[src/rtl/song_recorder_pkg.sv]
// Shared definitions for the song recorder and the song memory controller:
// song geometry, handshake gap length, recorder states and protection encoding.
package song_recorder_pkg;

  localparam int NOTES_PER_SONG = 60;
  localparam int HS_GAP_CYCLES  = 2;

  localparam logic PRIV = 1'b1;
  localparam logic PUB  = 1'b0;

  typedef enum logic [2:0] {
    ST_IDLE,
    ST_PROT_REQ,
    ST_PROT_GAP,
    ST_RECORD,
    ST_NOTE_REQ,
    ST_NOTE_GAP,
    ST_DONE
  } rec_state_t;

  // Protection byte as stored by the memory controller.
  function automatic logic [7:0] prot_byte(input logic priv_sel);
    return (priv_sel == PRIV) ? {7'b0, PRIV} : {7'b0, PUB};
  endfunction

endpackage

[src/rtl/song_recorder_tick.sv]
// Free-running note-period counter with clear and enable; emits a one-cycle
// tick on the terminal count so note spacing is exactly PERIOD cycles.
module note_tick_gen #(
  parameter int PERIOD = 50
) (
  input  logic clock,
  input  logic reset,
  input  logic i_clr,
  input  logic i_en,
  output logic o_tick
);

  localparam int CW = (PERIOD > 1) ? $clog2(PERIOD) : 1;
  localparam logic [CW-1:0] TERMINAL = CW'(PERIOD - 1);

  logic [CW-1:0] r_count;

  always_ff @(posedge clock) begin
    if (reset || i_clr) begin
      r_count <= '0;
    end else if (i_en) begin
      r_count <= (r_count == TERMINAL) ? '0 : r_count + 1'b1;
    end
  end

  assign o_tick = i_en && (r_count == TERMINAL);

endmodule

[src/rtl/song_recorder.sv]
// Records one song from the live keyboard at the playback note rate and writes
// it to song memory: protection byte first, then notes 0..59.
module song_recorder
  import song_recorder_pkg::*;
#(
  parameter int CLOCK_FREQUENCY = 100
) (
  input  logic       clock,
  input  logic       reset,
  input  logic       start,
  input  logic       abort,
  input  logic       privateSel,
  input  logic [7:0] key,
  output logic       writeNote,
  output logic       protectionChange,
  output logic [7:0] inote,
  output logic [5:0] noteOffset,
  output logic       busy,
  output logic       done
);

  localparam int PERIOD = CLOCK_FREQUENCY / 2;
  localparam int GW = (HS_GAP_CYCLES > 1) ? $clog2(HS_GAP_CYCLES) : 1;
  localparam logic [GW-1:0] GAP_LAST   = GW'(HS_GAP_CYCLES - 1);
  localparam logic [5:0]    LAST_INDEX = 6'(NOTES_PER_SONG - 1);

  rec_state_t    r_state, w_state_next;
  logic [7:0]    r_inote;
  logic [5:0]    r_offset;
  logic [5:0]    r_index;
  logic [GW-1:0] r_gap_cnt;
  logic          r_abort_pend;

  logic w_tick, w_tick_en, w_gap_last, w_abort_exit, w_hs_state;

  // The period counter runs through the handshakes so notes stay PERIOD apart.
  assign w_tick_en = (r_state == ST_RECORD) || (r_state == ST_NOTE_REQ) ||
                     (r_state == ST_NOTE_GAP);
  assign w_hs_state = (r_state == ST_PROT_REQ) || (r_state == ST_PROT_GAP) ||
                      (r_state == ST_NOTE_REQ) || (r_state == ST_NOTE_GAP);
  assign w_gap_last   = (r_gap_cnt == GAP_LAST);
  assign w_abort_exit = r_abort_pend || abort;

  note_tick_gen #(
    .PERIOD (PERIOD)
  ) u_tick (
    .clock  (clock),
    .reset  (reset),
    .i_clr  (!w_tick_en),
    .i_en   (w_tick_en),
    .o_tick (w_tick)
  );

  always_ff @(posedge clock) begin
    if (reset) begin
      r_state <= ST_IDLE;
    end else begin
      r_state <= w_state_next;
    end
  end

  always_comb begin
    w_state_next     = r_state;
    writeNote        = 1'b0;
    protectionChange = 1'b0;
    busy             = 1'b1;
    done             = 1'b0;
    case (r_state)
      ST_IDLE: begin
        busy = 1'b0;
        if (start) w_state_next = ST_PROT_REQ;
      end
      ST_PROT_REQ: begin
        protectionChange = 1'b1;
        w_state_next     = ST_PROT_GAP;
      end
      ST_PROT_GAP: begin
        if (w_gap_last) w_state_next = w_abort_exit ? ST_IDLE : ST_RECORD;
      end
      ST_RECORD: begin
        if (abort)       w_state_next = ST_IDLE;
        else if (w_tick) w_state_next = ST_NOTE_REQ;
      end
      ST_NOTE_REQ: begin
        writeNote    = 1'b1;
        w_state_next = ST_NOTE_GAP;
      end
      ST_NOTE_GAP: begin
        if (w_gap_last) begin
          if (w_abort_exit)              w_state_next = ST_IDLE;
          else if (r_index == LAST_INDEX) w_state_next = ST_DONE;
          else                           w_state_next = ST_RECORD;
        end
      end
      ST_DONE: begin
        done         = 1'b1;
        w_state_next = ST_IDLE;
      end
      default: w_state_next = ST_IDLE;
    endcase
  end

  always_ff @(posedge clock) begin
    if (reset) begin
      r_inote      <= '0;
      r_offset     <= '0;
      r_index      <= '0;
      r_gap_cnt    <= '0;
      r_abort_pend <= 1'b0;
    end else begin
      if ((r_state == ST_PROT_GAP) || (r_state == ST_NOTE_GAP)) r_gap_cnt <= r_gap_cnt + 1'b1;
      else                                                      r_gap_cnt <= '0;

      if (w_state_next == ST_IDLE)   r_abort_pend <= 1'b0;
      else if (abort && w_hs_state)  r_abort_pend <= 1'b1;

      if (r_state == ST_IDLE && start) begin
        r_inote <= prot_byte(privateSel);
        r_index <= '0;
      end
      // Abort wins over a coincident tick: no partial note write.
      if (r_state == ST_RECORD && w_tick && !abort) begin
        r_inote  <= key;
        r_offset <= r_index;
      end
      if (r_state == ST_NOTE_GAP && w_state_next == ST_RECORD) r_index <= r_index + 1'b1;
    end
  end

  assign inote      = r_inote;
  assign noteOffset = r_offset;

endmodule

[config.mk]
export PLATFORM = sky130hd
export DESIGN_NAME = song_recorder
export DESIGN_NICKNAME = d
export VERILOG_FILES = /design/src/rtl/song_recorder_pkg.sv /design/src/rtl/song_recorder_tick.sv /design/src/rtl/song_recorder.sv
export SDC_FILE = /design/constraint.sdc
export NUM_CORES = 1
export LEC_CHECK = 0
export BUFFER_PORTS_ARGS = -buffer_cell sky130_fd_sc_hd__buf_2
export CAP_MARGIN = 20
export CORE_UTILIZATION = 48
export DETAILED_ROUTE_END_ITERATION = 7
export PLACE_DENSITY = 0.74
export SKIP_CTS_REPAIR_TIMING = 1
export SLEW_MARGIN = 20
export SYNTH_ARGS = -nofsm -noshare
export SYNTH_HDL_FRONTEND = slang
export SYNTH_HIERARCHICAL = 1
export SYNTH_SLANG_ARGS = --single-unit
[constraint.sdc]
create_clock -name clock -period 2.05 [get_ports clock]
set_input_delay 0.41 -clock clock [delete_from_list [all_inputs] [get_ports clock]]
set_output_delay 0.41 -clock clock [all_outputs]
set_load 0.05 [all_outputs]
== After elaboration in Yosys (flattened, before gate mapping) ==
Index checks and enable logic that the tools add are counted.
Storage, ports and cells
  bits in registers: 31
  bits in latches: 0
  memory bits (writable): 0
  bits in read-only memories: 0
  bits of input ports: 13
  output and inout port bits: 18
  word-level logic and storage cells: 61
  memories kept: 0
Cells by class
  $add $sub $neg: 3
  multiply operators: 0
  divide/modulo/power cells: 0
  order comparisons: 0
  eq/ne operators: 9
  shift operators: 0
  muxes and demuxes: 19
  bitwise logic cells: 1
  reduce and logical (&&, ||, !) cells: 22
Operators by type and width (count)
  3-bit 2-to-1 mux: 7
  6-bit 2-to-1 mux: 3
  3-bit one-hot mux with 6 select lines: 1
  8-bit 2-to-1 mux: 2
  6-bit by 1-bit adder with 6-bit output (second input constant): 2
  6-bit equality test (second input constant): 2
  3-bit by 2-bit equality test with 1-bit output (second input constant): 3
  3-bit equality test (second input constant): 3
  1-bit logical OR: 8
  1-bit logical AND: 6
  3-bit logical NOT: 2
  1-bit 2-to-1 mux: 5
  2-bit nonzero test: 2
  2-bit OR reduction: 2
  3-bit by 1-bit equality test with 1-bit output (second input constant): 1
  1-bit logical NOT: 2
  2-bit 2-to-1 mux: 1
  1-bit adder (second input constant): 1
  1-bit inverter: 1

== Logic depth before layout (Yosys ltp) ==
  depth in word-level cells: 10
  depth in mapped cells: 11
  gate-level depth less buffers: 8

== Hierarchy ==
The synthesis kept the hierarchy.
Modules (own cells, without submodules)
  song_recorder: instances 1, cells each 144, area each 1214.9 um2, seq. area each 500.5 um2
  note_tick_gen: instances 1, cells each 32, area each 295.3 um2, seq. area each 120.1 um2

== Worst setup path before layout ==
OpenSTA, ideal clock, no wires.
  path kind: reg2reg
  from: reg r_state[0]
  to: reg r_abort_pend
  library setup time: 0.147 ns
  arrival: 1.924 ns
  data required time: 1.903 ns
  slack: -0.021 ns
  stages on the path, launching flop included: 11
  buffers on the path: 2
  clock period less this slack: 2.071 ns
  cell sequence: dfxtp_1 buf_4 nor2b_1 nand2_1 nand2_1 buf_4 nand4b_1 nor2_1 inv_1 a221oi_1 a311oi_2
On the way
  cells in the longest elaborated chain, start to end: 9
  elaborated cells on any way between the ends: 21
  those cells by class: eq/ne (5); mux (6); reduce/logical (10)
Ends and longest elaborated chain
  from (decl): RTL line song_recorder.sv:27  | rec_state_t r_state, w_state_next;
  from (signal assigned): RTL line song_recorder.sv:58  | r_state <= w_state_next;
  3-bit by 2-bit equality test with 1-bit output or 3-bit equality test (tied branches): RTL line song_recorder.sv:37  | assign w_tick_en = (r_state == ST_RECORD) || (r_state == ST_NOTE_REQ) ||
  1-bit logical OR: RTL line song_recorder.sv:37
  1-bit logical OR (*): RTL line song_recorder.sv:37
  via w_tick_en: RTL line song_recorder.sv:34  | logic w_tick, w_tick_en, w_gap_last, w_abort_exit, w_hs_state;
  1-bit logical AND (*): RTL line song_recorder_tick.sv:26  | assign o_tick = i_en && (r_count == TERMINAL);
  via w_tick: RTL line song_recorder.sv:34
  3-bit 2-to-1 mux (*): RTL line song_recorder.sv:82  | else if (w_tick) w_state_next = ST_NOTE_REQ;
  3-bit 2-to-1 mux (*): RTL line song_recorder.sv:81  | if (abort) w_state_next = ST_IDLE;
  3-bit one-hot mux with 6 select lines (*): RTL line song_recorder.sv:68  | case (r_state)
  3-bit logical NOT (*): RTL line song_recorder.sv:114  | if (w_state_next == ST_IDLE) r_abort_pend <= 1'b0;
  2-bit OR reduction (no line) (*)
  to (signal assigned): RTL line song_recorder.sv:109  | r_abort_pend <= 1'b0;
  to (signal assigned): RTL line song_recorder.sv:114
  to (signal assigned): RTL line song_recorder.sv:115  | else if (abort && w_hs_state) r_abort_pend <= 1'b1;
  to (decl): RTL line song_recorder.sv:32  | logic r_abort_pend;
The timed path passes the listed nets; every way through them passes the cells marked *.
A chain may end at the register's enable or synchronous reset.

== Worst setup path after layout ==
  from: reg r_state[0]
  to: reg r_index[0]
On the way
  cells in the longest elaborated chain, start to end: 10
  elaborated cells on any way between the ends: 20
  those cells by class: eq/ne (6); mux (7); reduce/logical (7)
Ends and longest elaborated chain
  3-bit by 2-bit equality test with 1-bit output or 3-bit equality test (tied branches): RTL line song_recorder.sv:37
  1-bit logical OR: RTL line song_recorder.sv:37
  1-bit logical OR (*): RTL line song_recorder.sv:37
  via w_tick_en: RTL line song_recorder.sv:34
  1-bit logical AND (*): RTL line song_recorder_tick.sv:26
  via w_tick: RTL line song_recorder.sv:34
  3-bit 2-to-1 mux (*): RTL line song_recorder.sv:82
  3-bit 2-to-1 mux (*): RTL line song_recorder.sv:81
  3-bit one-hot mux with 6 select lines (*): RTL line song_recorder.sv:68
  3-bit by 2-bit equality test with 1-bit output (*): RTL line song_recorder.sv:126  | if (r_state == ST_NOTE_GAP && w_state_next == ST_RECORD) r_index <= r_index + 1'b1;
  1-bit logical AND (*): RTL line song_recorder.sv:126
  6-bit 2-to-1 mux or 2-bit nonzero test (tied branches)
  to (signal assigned): RTL line song_recorder.sv:126
  to (decl): RTL line song_recorder.sv:30  | logic [5:0] r_index;
Marks and branches as above.

==> impl_metrics.csv <==
group,metric,value,unit
status,outcome,"complete, no violations",
synthesis,synthTopCellsByArea,"dfxtp_1 41%, nor2_1 6.0%, nand2_1 5.0%",
synthesis,ys_seq_elements,31,
place,hpwl,2320,um
cts,path_clk_slew,0.11,ns
sta,final.period_utilization,91.5,%
sta,setup_viol_count_final,0,
synthesis,synth_area_leader_cell,"dfxtp_1",
cells_and_area,syn2layout_area_growth,18.3,%
synthesis,synth-async-reset-ratio,0,%
global_route,grt_overflow,0,
global_route,antenna_found_initial,0,
place,placed_cells,244,
hold_path,hold_path.class,"in -> reg",
cells_and_area,nNetsFinal,225,
power,vdd_drop_max,0.000501,V
synthesis,synthCells,176,
sta,hold_slack,0.310,ns
synthesis,synth_seq_area_share,41.1,%
worst_setup_path,crit_arrival,2.16,ns
synthesis,syn_area,1510,um^2
sta,fmax,533,MHz
route,via_per_inst,5.38,
cts,cts_root_buf,"clkbuf_4",
synthesis,synth_warnings,6,
sta,clock_skew,0.0147,ns
floorplan,die_h,58.1,um
route,initialDrtViolationCount,81,
sta,setup_ws,0.175,ns
worst_setup_path,crit_chain,"nor2b_1, nand2_1, nand2_1, nand4b_1, nor2_2, nand2_2, a311o_2, o21ai_1",
sta,grt_setup_unrepaired,"no",
floorplan,core,2880,um^2
power,power_leakage,0.715,nW
sta,slew_headroom,60.4,%
worst_setup_path,cpMostUsedCell,"nand2_1",
synthesis,synth_top_flop_cell,"dfxtp_1",
cells_and_area,stdcell_count,252,
global_route,grt_max_degree,24,
sta,hold_viol_final,0,
place,port_buffers,30,
cts,cts_buffers,5,
synthesis,yosysUniqueCellTypes,43,
cts,tritoncts,"done",
power,finalPower,1.25,mW
synthesis,syn_avg_cell_area,8.58,um^2
route,wl_per_cell,12.8,um
cells_and_area,drive_above_1_share,26.7,%
sta,setup_tns,0,ns
sta,final-max-slew-violation-count,0,
floorplan,die_area,3370,um^2
place,place_ws,0.192,ns
floorplan,die_w,58.1,um
sta,worstMarginPinSlew,0.593,ns
synthesis,syn_nets,192,
cts,cts.sinks,31,
sta,fin_crit,1.87,ns
synthesis,synth_top_area_share,41.1,%
floorplan,io-pin-count,31,
cts,clock_latency,0.35,ns
worst_setup_path,path_class,"reg -> reg",
route,vias,1357,
worst_setup_path,reg2reg_setup_slack,0.18,ns
floorplan,core.rowCount,19,
worst_setup_path,worst_path_largest_cell_delay,0.41,ns
floorplan,start_util,52.5,%
run,drv_cap,0,
cts,clk_path_buf_depth,2,
hold_path,hold_path_depth,3,
cells_and_area,antenna_cells,0,
cells_and_area,final.fill_count,259,
worst_setup_path,reg2regPathDepth,8,
power,power_density,698,nW/um^2
worst_setup_path,crit_path_start_kind,"flop",
worst_setup_path,required,2.33,ns
route,drc,0,
synthesis,synth_enable_flop_cells,0,
worst_setup_path,crit_slowest_cell,"a311o_2",
global_route,first_global_vias,1252,
cts,h-tree-depth,2,
route,routed_wl,3230,um
worst_setup_path,cp_max_fo,12,
worst_setup_path,worstSetupEndpointType,"flop",
global_route,grt_pass1_wl,5290,um
global_route,grtUsageTotal,21.0,%
place,place.gp.congestion,0.756,
route,ant_nets,0,
route,firstDrtPassIters,4,
## worst max-delay path, delay by kind of cell (launching register included)
| family | cells | cell delay, ns |
|---|---|---|
| and+or+nand+nor | 6 | 0.91 |
| AOI/OAI and AO/OA | 2 | 0.57 |
| DFF | 1 | 0.34 |
## final cells by class
type                            instances  area [um^2]  share of cell area (%)
Timing Repair Buffer                   34          180                    10.1
Sequential cell                        31          621                    34.7
Clock inverter                          2         35.0                    1.96
Clock buffer                            6         51.3                    2.87
Inverter                                9         33.8                    1.89
Tap cell                               42         52.6                    2.94
Multi-Input combinational cell        128          813                    45.5
## through the flow
stage          area (um^2)  util (%)
6_report              1790      62.1
3_5_place_dp          1700      59.1
4_1_cts               1790      62.1
5_1_grt               1790      62.1
3_3_place_gp          1700      59.1
2_1_floorplan         1510         -
## cells in the final DEF (no fill, tap or decap), types with 3 or more instances in the layout
| master | Yosys | final |
|---|---|---|
| a211oi_1 | 3 | 3 |
| a21oi_1 | 10 | 10 |
| a22oi_1 | 7 | 7 |
| and2_1 | 6 | 5 |
| buf_2 | 1 | 30 |
| buf_4 | 4 | 4 |
| clkbuf_4 | 0 | 5 |
| dfxtp_1 | 31 | 31 |
| ha_1 | 3 | 3 |
| inv_1 | 9 | 9 |
| nand2_1 | 20 | 20 |
| nand2b_1 | 3 | 3 |
| nand3_1 | 3 | 3 |
| nor2_1 | 24 | 23 |
| nor2b_1 | 4 | 4 |
| o211ai_1 | 4 | 4 |
| o21ai_0 | 3 | 3 |
| o21ai_1 | 5 | 5 |
| xor2_1 | 3 | 3 |
## registers in the layout, indices dropped and copies added, names as in the netlist
name and count:
noteOffset 6, r_state 3, r_gap_cnt 1, r_index 6
inote 8, u_tick/r_count 6, r_abort_pend 1
## kinds of logic (layout without fill, tap and decap cells)
family / count (synthesis) / in the layout / share of synthesized area (%)
simple gates: 74 / 74 / 26.3
compound gates: 46 / 46 / 21.9
flops: 31 / 31 / 41.1
buf+inv: 17 / 51 / 5.30
xor+xnor: 4 / 4 / 2.32
fa+ha+maj: 3 / 3 / 2.49
mux: 1 / 1 / 0.663
## power breakdown
| group | switching (mW) | internal (mW) |
|---|---|---|
| sequential | 0.00520 | 0.609 |
| combinational | 0.0782 | 0.0438 |
| clock | 0.222 | 0.288 |
## worst paths after layout
check | start | endpoint
setup / recovery | r_state[0]$_SDFF_PP0_ | r_index[0]$_SDFFE_PP0P_
hold / removal | key[1] | inote[1]$_SDFFE_PP0P_
setup reg to reg | r_state[0]$_SDFF_PP0_ | r_index[0]$_SDFFE_PP0P_
hold reg to reg | noteOffset[5]$_SDFFE_PP0P_ | noteOffset[5]$_SDFFE_PP0P_
## Yosys cell counts (all sizes together), types with 2 or more instances
| master | instances |
|---|---|
| buf | 5 |
| a221oi | 2 |
| o21ai | 9 |
| nand3 | 3 |
| ha | 3 |
| a311o | 2 |
| inv | 9 |
| nand2b | 3 |
| nand4 | 3 |
| nor2b | 4 |
| xor2 | 3 |
| nor2 | 24 |
| and2 | 6 |
| o21a | 2 |
| or3 | 2 |
| a22oi | 7 |
| nand2 | 21 |
| dfxtp | 31 |
| and3b | 2 |
| o211ai | 4 |
| a31oi | 2 |
| a211oi | 4 |
| clkbuf | 3 |
| a21oi | 12 |
## per-layer routing
layer | up-vias | track usage (%) | routed length, um
li1 | 684 | - | -
met1 | 625 | 25.8 | 1500
met2 | 40 | 32.8 | 1490
met3 | 8 | 5.36 | 170
met4 | 0 | 12.9 | 61
met5 | - | 0 | 0
Power figures use the tool's default switching activity.
